## src/rtl/mem_access_unit.sv

```systemverilog
// MIPS-style load/store unit: validates a CPU request, issues one aligned word access,
// merges/extends the returned word and answers on a response channel, with a watchdog.
module mem_access_unit #(
  parameter int ADDR_W  = 32,
  parameter int TIMEOUT = 64
) (
  input  logic              clk,
  input  logic              rst,
  input  logic              req_valid,
  output logic              req_ready,
  input  logic              req_store,
  input  logic [2:0]        req_op,
  input  logic [ADDR_W-1:0] req_addr,
  input  logic [31:0]       req_wdata,
  output logic              resp_valid,
  input  logic              resp_ready,
  output logic [31:0]       resp_rdata,
  output logic              resp_err,
  output logic [ADDR_W-1:0] Address,
  output logic              MemWrite,
  output logic              MemRead,
  output logic [31:0]       Write_data,
  output logic [3:0]        Write_strb,
  input  logic              Mem_Req_Ready,
  input  logic [31:0]       Read_data,
  input  logic              Read_data_Valid,
  output logic              Read_data_Ready
);

  localparam logic [3:0] S_IDLE = 4'b0001;
  localparam logic [3:0] S_REQ  = 4'b0010;
  localparam logic [3:0] S_WAIT = 4'b0100;
  localparam logic [3:0] S_RESP = 4'b1000;
  localparam int CNT_W = (TIMEOUT > 0) ? $clog2(TIMEOUT + 1) : 1;
  localparam logic [CNT_W-1:0] CNT_LAST = (TIMEOUT > 0) ? CNT_W'(TIMEOUT - 1) : '0;

  logic [3:0]        state_q, state_d;
  logic              store_q, store_d;
  logic [2:0]        op_q, op_d;
  logic [ADDR_W-1:0] addr_q, addr_d;
  logic [31:0]       wdata_q, wdata_d;
  logic [31:0]       rdata_q, rdata_d;
  logic              err_q, err_d;
  logic [CNT_W-1:0]  cnt_q, cnt_d;
  logic              illegal, expired;
  logic [3:0]        st_strb;
  logic [31:0]       st_data, ld_data;

  always_comb begin
    illegal = 1'b0;
    if (req_op == 3'b111) illegal = 1'b1;
    if (req_store && (req_op == 3'b100 || req_op == 3'b101)) illegal = 1'b1;
    if ((req_op == 3'b001 || req_op == 3'b101) && req_addr[0]) illegal = 1'b1;
    if (req_op == 3'b011 && req_addr[1:0] != 2'b00) illegal = 1'b1;
  end

  // Fires on the last permitted wait cycle; a handshake in that cycle still wins.
  assign expired = (TIMEOUT > 0) && (cnt_q >= CNT_LAST);

  always_ff @(posedge clk) begin
    if (rst) begin
      state_q <= S_IDLE;
      store_q <= 1'b0;
      op_q    <= 3'b000;
      addr_q  <= '0;
      wdata_q <= '0;
      rdata_q <= '0;
      err_q   <= 1'b0;
      cnt_q   <= '0;
    end else begin
      state_q <= state_d;
      store_q <= store_d;
      op_q    <= op_d;
      addr_q  <= addr_d;
      wdata_q <= wdata_d;
      rdata_q <= rdata_d;
      err_q   <= err_d;
      cnt_q   <= cnt_d;
    end
  end

  always_comb begin
    state_d = state_q;
    case (state_q)
      S_IDLE: if (req_valid) state_d = illegal ? S_RESP : S_REQ;
      S_REQ: begin
        if (Mem_Req_Ready) state_d = store_q ? S_RESP : S_WAIT;
        else if (expired)  state_d = S_RESP;
      end
      S_WAIT: if (Read_data_Valid || expired) state_d = S_RESP;
      S_RESP: if (resp_ready) state_d = S_IDLE;
      default: state_d = S_IDLE;
    endcase
  end

  always_comb begin
    store_d = store_q;
    op_d    = op_q;
    addr_d  = addr_q;
    wdata_d = wdata_q;
    rdata_d = rdata_q;
    err_d   = err_q;
    cnt_d   = cnt_q;
    case (state_q)
      S_IDLE: if (req_valid) begin
        store_d = req_store;
        op_d    = req_op;
        addr_d  = req_addr;
        wdata_d = req_wdata;
        rdata_d = '0;
        err_d   = illegal;
        cnt_d   = '0;
      end
      S_REQ: begin
        if (!expired) cnt_d = cnt_q + 1'b1;
        if (!Mem_Req_Ready && expired) err_d = 1'b1;
      end
      S_WAIT: begin
        if (!expired) cnt_d = cnt_q + 1'b1;
        if (Read_data_Valid) rdata_d = ld_data;
        else if (expired)    err_d = 1'b1;
      end
      default: ;
    endcase
  end

  always_comb begin
    logic [1:0] a;
    logic [4:0] sh_a, sh_na;
    a      = addr_q[1:0];
    sh_a   = {a, 3'b000};
    sh_na  = {~a, 3'b000};
    st_strb = 4'b0000;
    st_data = 32'h0;
    case (op_q)
      3'b000: begin st_strb = 4'b0001 << a; st_data = {4{wdata_q[7:0]}}; end
      3'b001: begin st_strb = a[1] ? 4'b1100 : 4'b0011; st_data = {2{wdata_q[15:0]}}; end
      3'b011: begin st_strb = 4'b1111; st_data = wdata_q; end
      3'b010: begin st_strb = 4'b1111 >> (~a); st_data = wdata_q >> sh_na; end
      3'b110: begin st_strb = 4'b1111 << a; st_data = wdata_q << sh_a; end
      default: ;
    endcase
  end

  always_comb begin
    logic [4:0]  sh_a, sh_na;
    logic [5:0]  sh_lo;
    logic [31:0] m_sh;
    logic [15:0] half;
    sh_a  = {addr_q[1:0], 3'b000};
    sh_na = {~addr_q[1:0], 3'b000};
    sh_lo = {1'b0, sh_a} + 6'd8;
    m_sh  = Read_data >> sh_a;
    half  = addr_q[1] ? Read_data[31:16] : Read_data[15:0];
    case (op_q)
      3'b000:  ld_data = {{24{m_sh[7]}}, m_sh[7:0]};
      3'b100:  ld_data = {24'h0, m_sh[7:0]};
      3'b001:  ld_data = {{16{half[15]}}, half};
      3'b101:  ld_data = {16'h0, half};
      3'b010:  ld_data = (Read_data << sh_na) | (wdata_q & (32'hFFFF_FFFF >> sh_lo));
      3'b110:  ld_data = m_sh | (wdata_q & ~(32'hFFFF_FFFF >> sh_a));
      default: ld_data = Read_data;
    endcase
  end

  always_comb begin
    req_ready       = (state_q == S_IDLE);
    MemRead         = (state_q == S_REQ) && !store_q;
    MemWrite        = (state_q == S_REQ) && store_q;
    Read_data_Ready = (state_q == S_WAIT);
    resp_valid      = (state_q == S_RESP);
    resp_rdata      = rdata_q;
    resp_err        = err_q;
    Address         = {addr_q[ADDR_W-1:2], 2'b00};
    Write_strb      = MemWrite ? st_strb : 4'b0000;
    Write_data      = MemWrite ? st_data : 32'h0;
  end

endmodule

```

## config.mk

```make
export PLATFORM = sky130hd
export DESIGN_NAME = mem_access_unit
export DESIGN_NICKNAME = d
export VERILOG_FILES = /design/src/rtl/mem_access_unit.sv
export SDC_FILE = /design/constraint.sdc
export NUM_CORES = 1
export LEC_CHECK = 0
export ABC_AREA = 1
export BUFFER_PORTS_ARGS = -buffer_cell sky130_fd_sc_hd__buf_2
export CORE_ASPECT_RATIO = 0.5
export CORE_MARGIN = 8
export CORE_UTILIZATION = 30
export CTS_BUF_LIST = sky130_fd_sc_hd__clkbuf_8
export DETAILED_ROUTE_END_ITERATION = 10
export GPL_ROUTABILITY_DRIVEN = 0
export MAX_ROUTING_LAYER = met4
export PLACE_DENSITY = 0.57
export SYNTH_ARGS = -nofsm -noshare
export SYNTH_HDL_FRONTEND = slang
export SYNTH_SLANG_ARGS = --single-unit
```

## constraint.sdc

```tcl
create_clock -name clk -period 1.93 [get_ports clk]
set_clock_uncertainty 0.1 [all_clocks]
set_input_delay 0.0965 -clock clk [delete_from_list [all_inputs] [get_ports clk]]
set_output_delay 0.0965 -clock clk [all_outputs]
set_load 0.02 [all_outputs]
```

==> Yosys cells after proc, flatten, opt, wreduce, memory -nomap -nowiden <==
Cells that the tools add are included.
{ "word_totals": {"ff_bits": 112, "in_bits": 106, "out_inout_bits": 106, "elab_cells": 102} }
{ "classes": {"add_sub_neg": 2, "n_lt_le_gt_ge": 1, "n_eq_ne": 24, "n_shift": 9, "muxes": 30, "n_bitwise": 6, "n_reduce_logical": 22} }
{ "ops": {"columns": ["op", "n"], "rows": [
  ["$pmux 32 s6", 1],
  ["$pmux 32 s5", 1],
  ["$mux 32", 3],
  ["$and 32x32->32", 2],
  ["$or 32x32->32", 2],
  ["$pmux 32 s2", 1],
  ["$shl 32x5->32", 2],
  ["$shr 32x5->32", 2],
  ["$mux 4", 9],
  ["$not 32->32", 1],
  ["$shr 32x5->32 const A", 1],
  ["$shr 32x6->32 const A", 1],
  ["$pmux 4 s5", 1],
  ["$eq 3x3->1 const B", 6],
  ["$mux 16", 1],
  ["$pmux 4 s4", 1],
  ["$mux 7", 2],
  ["$pmux 7 s2", 1],
  ["$ne 2x2->1 const B", 5],
  ["$eq 3x2->1 const B", 3],
  ["$mux 1", 8],
  ["$add 7x1->7 const B", 1],
  ["$ge 7x6->1 const B", 1],
  ["$add 5x4->6 const B", 1],
  ["23 further kinds", 37]
]} }

==> Longest topological paths before layout <==
Gate-level depths: netlist of the first run.
{ "depth": {"ltp_word": 9, "depth_mapped": 11, "mapped_depth_nobuf": 11} }

==> Worst setup path after synthesis of the first run <==
OpenSTA, ideal clock, no wires.
{ "synth_timing": {"path_type": "reg-to-output", "start": "register state_q[2]", "end": "output port Write_strb[1]", "t_arrival_ps": 1565, "required_ps": 1734, "setup_slack_ps": 169, "path_stages_with_launch": 7, "path_buffers": 1, "cell_sequence": "dfxtp_1 nor2_1 nand3_1 nor2_1 buf_4 clkinv_1 a31oi_1"} }
{ "synth_via": {"elab_chain_len": 3} }
{ "synth_lines": {"columns": ["element", "line", "rtl"], "rows": [
  ["start: declaration", "37", "logic [3:0] state_q, state_d;"],
  ["start signal: assignment", "71", "state_q <= state_d;"],
  ["$eq 4x2->1", "169", "MemWrite = (state_q == S_REQ) && store_q;"],
  ["$logic_and 1x1->1", "169", null],
  ["$mux 4", "175", "Write_strb = MemWrite ? st_strb : 4'b0000;"],
  ["end: declaration", "23", "output logic [3:0] Write_strb,"]
]} }
No other way between the ends.

==> Worst setup path after layout of the first run <==
{ "layout_timing": {"start": "register op_q[0]", "end": "output port Write_data[9]"} }
{ "layout_via": {"elab_chain_len": 3, "elab_cells_between_ends": 7, "cone_classes": "4 x eq/ne; 2 x mux; 1 x reduce/logical"} }
{ "layout_lines": {"columns": ["element", "line", "rtl"], "rows": [
  ["start: declaration", "39", "logic [2:0] op_q, op_d;"],
  ["start signal: assignment", "73", "op_q <= op_d;"],
  ["$eq 3x3->1 (tied with other cells)", "135", "case (op_q)"],
  ["$pmux 32 s5 *", "135", null],
  ["$mux 32 *", "176", "Write_data = MemWrite ? st_data : 32'h0;"],
  ["end: declaration", "22", "output logic [31:0] Write_data,"]
]} }
Every way passes the cells marked *; elsewhere a longest branch is shown, timed or not.

==> out/results.tsv, run 1 <==
metric	value	unit
vias per inst	5.37	
H-Tree Depth	3	
Clock Tree Root	clkbuf_8	
number of global-route vias before repair	10400	
wire length of the first global-routing pass	58.4	mm
total leakage power	0.00573	uW
crit path kind	flip-flop to primary output	
row count	42	
min setup slack post-route	-0.286	ns
most frequent cells in the layout	nand2_1 (293), buf_2 (174), nor2_1 (138)	
min-delay worst type	input port to flip-flop	
pwr dens	826	nW/um^2
largest net degree at the start of global routing	67	
dpl cells	1887	
register area share after synthesis	28.0	%
Crit path required time	1.73	ns
detailed placement HPWL	27.3	mm
Cells after Synth	1350	
Clock Path Buffers	2	
Die Ht	132	um
GR Overflow Total	0	
P_sw	4790	uW
crit path DAT	2.02	ns
most common cell after layout, fill and taps aside	nand2_1	
synthesized flop and latch total	112	
cell taking the most area after synthesis	dfxtp_1	
failing checks	negative setup slack	
Core Area	26300	um^2
Setup Viol. Count Final	37	
IO Pins	212	
RSZ-0062 raised after global routing	yes	
Area Growth Syn to Fin	55.1	%
CTS tree	done	
DR WL/cell	19.3	um
total clock sinks	112	
hold_sp	Read_data[0]	
antenna viol nets, final	0	
Tcrit/Tclk final	115	%
clock network fraction of total power	14.6	%
Crit Path Max Fanout	7	
WHS	0.0219	ns
Yosys Warn Count	0	
Hold Path Depth	5	
status	complete, but fails checks	
Unique masters post-synth	41	
gr usage total	23.2	%
hold endpoint	resp_rdata[0]$_SDFFE_PP0P_	
nets	1800	
clk_lat worst skew	0.44	ns
TritonCTS buffer count	9	
# Max-Cap Violations	0	
Fill cells	2618	
Pins Over Slew Limit	0	
I/O Buffers	209	
RR Endpoint	resp_rdata[1]$_SDFFE_PP0P_	
R2R Setup Slk	-0.01	ns
final hold viol count	0	
Peak supply drop	0.000379	V
Syn Std Cell Area	8020	um^2
DRC violations left	0	
RR Startpoint	addr_q[1]$_SDFFE_PP0P_	
die area	32500	um^2
reg2reg path depth	9	
Comb power frac	56.6	%
Reg clk slew, reported paths	0.13	ns
min Tclk post-route	2.22	ns
DRT iter0 DRCs	1416	
Peak Freq	0.451	GHz
Placed Area	9740	um^2
final instance count without filler cells	2052	
sw frac	46.6	%
post-route design area	12400	um^2
layout cells sized above 1	31.2	%
initial antenna violation count	2	
Yosys top cell area share	28.0	%
Initial Utilization	30.4	%
sequential share of power	28.8	%
internal power	5480	uW
first-pass iteration count of the detailed router	6	
chip width	247	um
final wirelength	39.6	mm
Worst Setup Start Kind	flip-flop	
crit end category	primary output	
fin util	47.2	%
Avg Inst Size Synth	5.94	um^2
vias	11000	
Synth area leaders	dfxtp_1 (28%), nand2_1 (15%), o21ai_0 (11%)	
-- state kept, by name, indices dropped and copies added, names as in the netlist --
signal / flops
resp_rdata: 32
addr_q: 32
op_q: 3
resp_err: 1
state_q: 4
wdata_q: 32
cnt_q: 7
store_q: 1
-- timing repair --
item                       CTS  global route
setup endpoints to repair   38            61
pin swaps                   38            57
hold endpoints to repair    91             0
cloned                       9             3
resized for setup          208           119
hold buffers                86             0
buffers inserted            26            29
-- worst max-delay path by stage --
stage / from / end / slack (ns)
after detailed placement: op_q[1]$_SDFFE_PP0P_ / resp_rdata[30]$_SDFFE_PP0P_ / -0.001
after floorplan: state_q[2]$_SDFFE_PP0P_ / Write_strb[1] / 0.17
after CTS: op_q[0]$_SDFFE_PP0P_ / Write_data[27] / -0.25
after global routing: op_q[0]$_SDFFE_PP0P_ / Write_data[29] / -0.34
final: op_q[0]$_SDFFE_PP0P_ / Write_data[9] / -0.29
after global placement: addr_q[0]$_SDFFE_PP0P_ / Write_data[1] / 0.002
-- cell usage after synthesis, drive strengths merged --
cell / instances
a211o: 1
a21oi: 150
a22oi: 5
a311oi: 1
a31oi: 14
and2: 3
and3b: 1
buf: 87
clkbuf: 33
clkinv: 1
conb: 1
dfxtp: 112
ha: 1
inv: 116
nand2: 324
nand3: 109
nand3b: 1
nand4: 5
nor2: 161
nor3: 9
nor3b: 1
o2111ai: 8
o211ai: 18
o21a: 4
o21ai: 178
o22ai: 4
xnor2: 2
-- area by class of cell --
cell class / instances / area (um^2) / share of cell area (%)
Antenna cell: 2 / 5.00 / 0.0402
Clock buffer: 10 / 138 / 1.11
Clock inverter: 6 / 56.3 / 0.453
Inverter: 117 / 470 / 3.78
Multi-Input combinational cell: 1005 / 5340 / 42.9
Sequential cell: 112 / 2260 / 18.2
Tap cell: 352 / 440 / 3.54
Timing Repair Buffer: 448 / 3730 / 30.0
-- through the flow --
step           setup slack (ns)  setup TNS (ns)  power (uW)
2_1_floorplan             0.169               0        5630
3_3_place_gp            0.00242               0        7170
3_5_place_dp           -0.00142        -0.00142        7150
4_1_cts                  -0.247           -6.17        9590
5_1_grt                  -0.337           -9.80       10800
6_report                 -0.286           -7.19       10300
-- worst max-delay path: stages (launching register included) --
cell and delay [ns]:
dfxtp_4 0.39, buf_12 0.14, nor2_4 0.11, nand2_4 0.12, nor2_2 0.31, a22oi_1 0.12, a21oi_1 0.18, buf_2 0.20
-- power by group through the flow --
stage	registers [uW]	logic [uW]	clock network (uW)
floorplan	2880	2750	0
global placement	2920	4250	0
detailed placement	2920	4230	0
CTS	2910	5120	1560
global route	2980	6140	1650
finish	2950	5810	1500
-- routing by layer --
| layer | track usage (%) | vias to the layer above | share of wire, % |
|---|---|---|---|
| met5 | - | - | 0 |
| met3 | 4.89 | 138 | 11 |
| met4 | 10.5 | 0 | 4.3 |
| li1 | - | 5152 | - |
| met2 | 36.8 | 710 | 46 |
| met1 | 28.2 | 5025 | 39 |
-- logic make-up (layout without fill, tap and decap cells) --
| kind of cell | count (synthesis) | in the layout | synth area share (%) |
|---|---|---|---|
| other cells | 1 | 4 | 0.0468 |
| fa+ha+maj | 1 | 1 | 0.156 |
| flops | 112 | 112 | 28.0 |
| buf+inv | 237 | 581 | 13.7 |
| simple gates | 614 | 616 | 32.3 |
| xor+xnor | 2 | 2 | 0.219 |
| compound gates | 383 | 384 | 25.6 |
(Power assumes the default switching activity.)
==> run 2: changes to the inputs <==
--- a/config.mk
+++ b/config.mk
@@ -9,12 +9,12 @@
 export BUFFER_PORTS_ARGS = -buffer_cell sky130_fd_sc_hd__buf_2
 export CORE_ASPECT_RATIO = 0.5
 export CORE_MARGIN = 8
-export CORE_UTILIZATION = 30
+export CORE_UTILIZATION = 55
 export CTS_BUF_LIST = sky130_fd_sc_hd__clkbuf_8
 export DETAILED_ROUTE_END_ITERATION = 10
 export GPL_ROUTABILITY_DRIVEN = 0
 export MAX_ROUTING_LAYER = met4
-export PLACE_DENSITY = 0.57
+export PLACE_DENSITY = 0.9
 export SYNTH_ARGS = -nofsm -noshare
 export SYNTH_HDL_FRONTEND = slang
 export SYNTH_SLANG_ARGS = --single-unit
==> out/results.tsv, run 2 <==
metric	value	unit	change
status	stopped before the end		was complete, but fails checks
Fail Step	global routing (5_1_grt)		
Stop Error	[ERROR GRT-0232] Routing congestion too high. Check the congestion heatmap in the GUI.		
cell taking the most area after synthesis	dfxtp_1		unchanged
register area share after synthesis	28.0	%	unchanged
Yosys Warn Count	0		unchanged
detailed placement HPWL	22.1	mm	was 27.3 mm
row count	31		was 42
post-synthesis async set-or-reset flop share	0	%	unchanged
gr usage total	71.0	%	
Syn Std Cell Area	8020	um^2	unchanged
Post-synth top flop	dfxtp_1		unchanged
H-Tree Depth	3		unchanged
Yosys top cell area share	28.0	%	unchanged
chip width	187	um	was 247 um
Clock Path Buffers	2		unchanged
Commonest cells post-synth	nand2_1 (319), o21ai_0 (169), nor2_1 (153)		unchanged
total clock sinks	112		unchanged
Avg Inst Size Synth	5.94	um^2	unchanged
largest net degree at the start of global routing	83		
GR Overflow Total	3		
Unique masters post-synth	41		unchanged
Synth area leaders	dfxtp_1 (28%), nand2_1 (15%), o21ai_0 (11%)		unchanged
Die Ht	101	um	was 132 um
synthesized flop and latch total	112		unchanged
Post-synth EDFFs	0		unchanged
Initial Utilization	55.9	%	was 30.4%
TritonCTS buffer count	9		unchanged
I/O Buffers	209		unchanged
most frequent cell after synthesis	nand2_1		unchanged
Clock Tree Root	clkbuf_8		unchanged
IO Pins	212		unchanged
Cells after Synth	1350		unchanged
[run 2: cell counts after synthesis]
No cell type changed its count.
[run 2: routing by layer]
| layer | track usage [%] | overflow |
|---|---|---|
| met5 | - | - |
| met4 | 57.5 | 2 |
| met3 | 65.8 | 1 |
| met2 | 81.5 | 0 |
| met1 | 70.8 | 0 |
[run 2: what timing repair did]
| action | in CTS |
|---|---|
| endpoints found under the setup margin | 46 |
| resized for setup | 214 |
| cloned | 9 |
| endpoints found under the hold margin | 75 |
| buffers inserted | 47 |
| pin swaps | 39 |
| hold buffers | 76 |
[run 2: kinds of logic after synthesis]
kind of cell | share of synthesized area, %
DFF | 28.0
other | 0.0468
buffers and inverters | 13.7
and+or+nand+nor | 32.3
xor gates and xnor gates | 0.219
adders and majority gates | 0.156
AOI/OAI and AO/OA | 25.6
[run 2: stage by stage]
| step | cells | cell area (um^2) | setup slack (ns) | hold WS [ns] |
|---|---|---|---|---|
| 2_1_floorplan | 1351 | 8020 | 0.169 | 0.131 |
| 4_1_cts | 1841 | 11400 | -0.153 | 0.00231 |
| 3_3_place_gp | 1694 | 9230 | -0.0142 | 0.217 |
| 3_5_place_dp | 1694 | 9230 | -0.0675 | 0.226 |
==> run 3: changes to the inputs <==
==> config.mk (replaced) <==
export PLATFORM = sky130hd
export DESIGN_NAME = mem_access_unit
export DESIGN_NICKNAME = d
export VERILOG_FILES = /design/src/rtl/mem_access_unit.sv
export SDC_FILE = /design/constraint.sdc
export NUM_CORES = 1
export LEC_CHECK = 0
export ABC_AREA = 1
export BUFFER_PORTS_ARGS = -buffer_cell sky130_fd_sc_hd__buf_2
export CORE_MARGIN = 8
export CORE_UTILIZATION = 40
export DETAILED_ROUTE_END_ITERATION = 10
export GPL_ROUTABILITY_DRIVEN = 0
export PLACE_DENSITY_LB_ADDON = 0.15
export SYNTH_ARGS = -nofsm -noshare
export SYNTH_HDL_FRONTEND = slang
export SYNTH_SLANG_ARGS = --single-unit
==> out/results.tsv, run 3 (same netlist as run 1, synthesis figures left out) <==
metric	value	unit	change
dpl cells	1783		was 1694
slew margin rel.	65.0	%	
detailed placement HPWL	24.3	mm	was 22.1 mm
status	complete, but fails checks		was stopped before the end
hold endpoint	resp_rdata[10]$_SDFFE_PP0P_		
Hold Path Depth	5		
Core Area	19600	um^2	
Crit path required time	1.73	ns	
WHS	0.0181	ns	
Tcrit/Tclk final	108	%	
crit end category	primary output		
Slew @ Worst Pin	0.523	ns	
TritonCTS buffer count	9		unchanged
Worst Setup Start Kind	flip-flop		
Initial Utilization	40.9	%	was 55.9%
final hold viol count	0		
vias	10700		
final wirelength	35.6	mm	
R2R Setup Slk	0.04	ns	
Worst path slowest cell	dfxtp_4		
Area Growth Syn to Fin	49.9	%	
Peak supply drop	0.000500	V	
Setup Viol. Count Final	36		
min-delay worst type	input port to flip-flop		
most frequent cells in the layout	nand2_1 (306), buf_2 (174), nor2_1 (131)		
DR WL/cell	18.5	um	
largest net degree at the start of global routing	80		
Largest stage delay, worst path	0.45	ns	
total clock sinks	112		unchanged
antenna viol nets, final	0		
Peak Freq	0.480	GHz	
hold_sp	Read_data[10]		
final instance count without filler cells	1926		
# Max-Cap Violations	0		
min setup slack post-route	-0.155	ns	
DRC violations left	0		
layout cells sized above 1	30.3	%	
Reg clk slew, reported paths	0.09	ns	
CTS tree	done		
number of global-route vias before repair	10100		
crit path kind	flip-flop to primary output		
first-pass iteration count of the detailed router	6		
Clock Tree Root	clkbuf_16		was clkbuf_8
die area	24800	um^2	
Clock Path Buffers	2		unchanged
min Tclk post-route	2.08	ns	
initial antenna violation count	4		
failing checks	negative setup slack		
RSZ-0062 raised after global routing	yes		
fin util	61.3	%	
Crit path depth	6		
Pins Over Slew Limit	0		
IO Pins	212		unchanged
crit path DAT	1.89	ns	
DRT iter0 DRCs	1111		
Worst Path Buf+Inv	4		
RR Startpoint	op_q[1]$_SDFFE_PP0P_		
pwr dens	859	nW/um^2	
Die Ht	158	um	was 101 um
I/O Buffers	209		unchanged
Tot Pwr	10300	uW	
row count	51		was 31
chip width	158	um	was 187 um
wire length of the first global-routing pass	53.0	mm	
nets	1761		
GR Overflow Total	0		
most common cell after layout, fill and taps aside	nand2_1		
reg2reg path depth	10		
clk_lat worst skew	0.37	ns	
CP cell instances	clkinvlp_4 -> buf_12 -> buf_4 -> a211o_1 -> a21oi_2 -> buf_6		
H-Tree Depth	3		unchanged
crit-path leading delay family	buffers and inverters		
total leakage power	0.00556	uW	
gr usage total	27.1	%	
Crit Path Max Fanout	7		
vias per inst	5.55		
RR Endpoint	resp_rdata[19]$_SDFFE_PP0P_		
[run 3: power by group]
| group | internal (uW) | leakage [uW] | switching [uW] | total (uW) |
|---|---|---|---|---|
| combinational | 2070 | 0.00448 | 3270 | 5340 |
| clock | 956 | 0.000156 | 1090 | 2040 |
| sequential | 2640 | 0.000923 | 297 | 2940 |
[run 3: worst max-delay path by stage]
stage,from,endpoint,slack [ns]
floorplan,state_q[2]$_SDFFE_PP0P_,Write_strb[1],0.17
global placement,addr_q[0]$_SDFFE_PP0P_,Write_data[3],0.03
detailed placement,addr_q[1]$_SDFFE_PP0P_,Write_data[31],0.07
CTS,addr_q[0]$_SDFFE_PP0P_,Write_data[17],-0.1
global route,addr_q[0]$_SDFFE_PP0P_,Write_data[15],-0.21
finish,addr_q[1]$_SDFFE_PP0P_,Write_data[15],-0.15
[run 3: timing repair]
| item | CTS | global route |
|---|---|---|
| pin swaps | 19 | 37 |
| gates cloned | 5 | 1 |
| resized for setup | 120 | 179 |
| setup endpoints to repair | 37 | 66 |
| hold endpoints to repair | 70 | 0 |
| buffers inserted | 23 | 29 |
| hold buffers | 71 | 0 |
[run 3: worst min-delay path, delay by kind of cell]
| family | cells | cell delay [ns] |
|---|---|---|
| AND/OR/NAND/NOR | 1 | 0.06 |
| buffers and inverters | 2 | 0.17 |
| AO/OA/AOI/OAI | 2 | 0.11 |
[run 3: cell type report]
cell class,instances,area (um^2)
Antenna cell,2,5.00
Clock buffer,9,225
Clock inverter,7,101
Fill cell,1821,7570
Inverter,117,465
Multi-Input combinational cell,1002,5300
Sequential cell,112,2260
Tap cell,265,332
Timing Repair Buffer,412,3330
[run 3: per-stage QoR]
stage / setup WS (ns) / TNS, ns / area [um^2]
global placement: 0.0349 / 0 / 9490
finish: -0.155 / -2.68 / 12000
floorplan: 0.169 / 0 / 8020
global route: -0.208 / -5.24 / 12000
detailed placement: 0.0725 / 0 / 9490
CTS: -0.0964 / -1.95 / 11200
[run 3: per-layer routing]
layer / global-route usage [%] / share of wire (%)
met1: 32.8 / 39
met3: 6.47 / 10
met2: 44.0 / 46
met4: 13.6 / 5.4
met5: 0 / 0.053
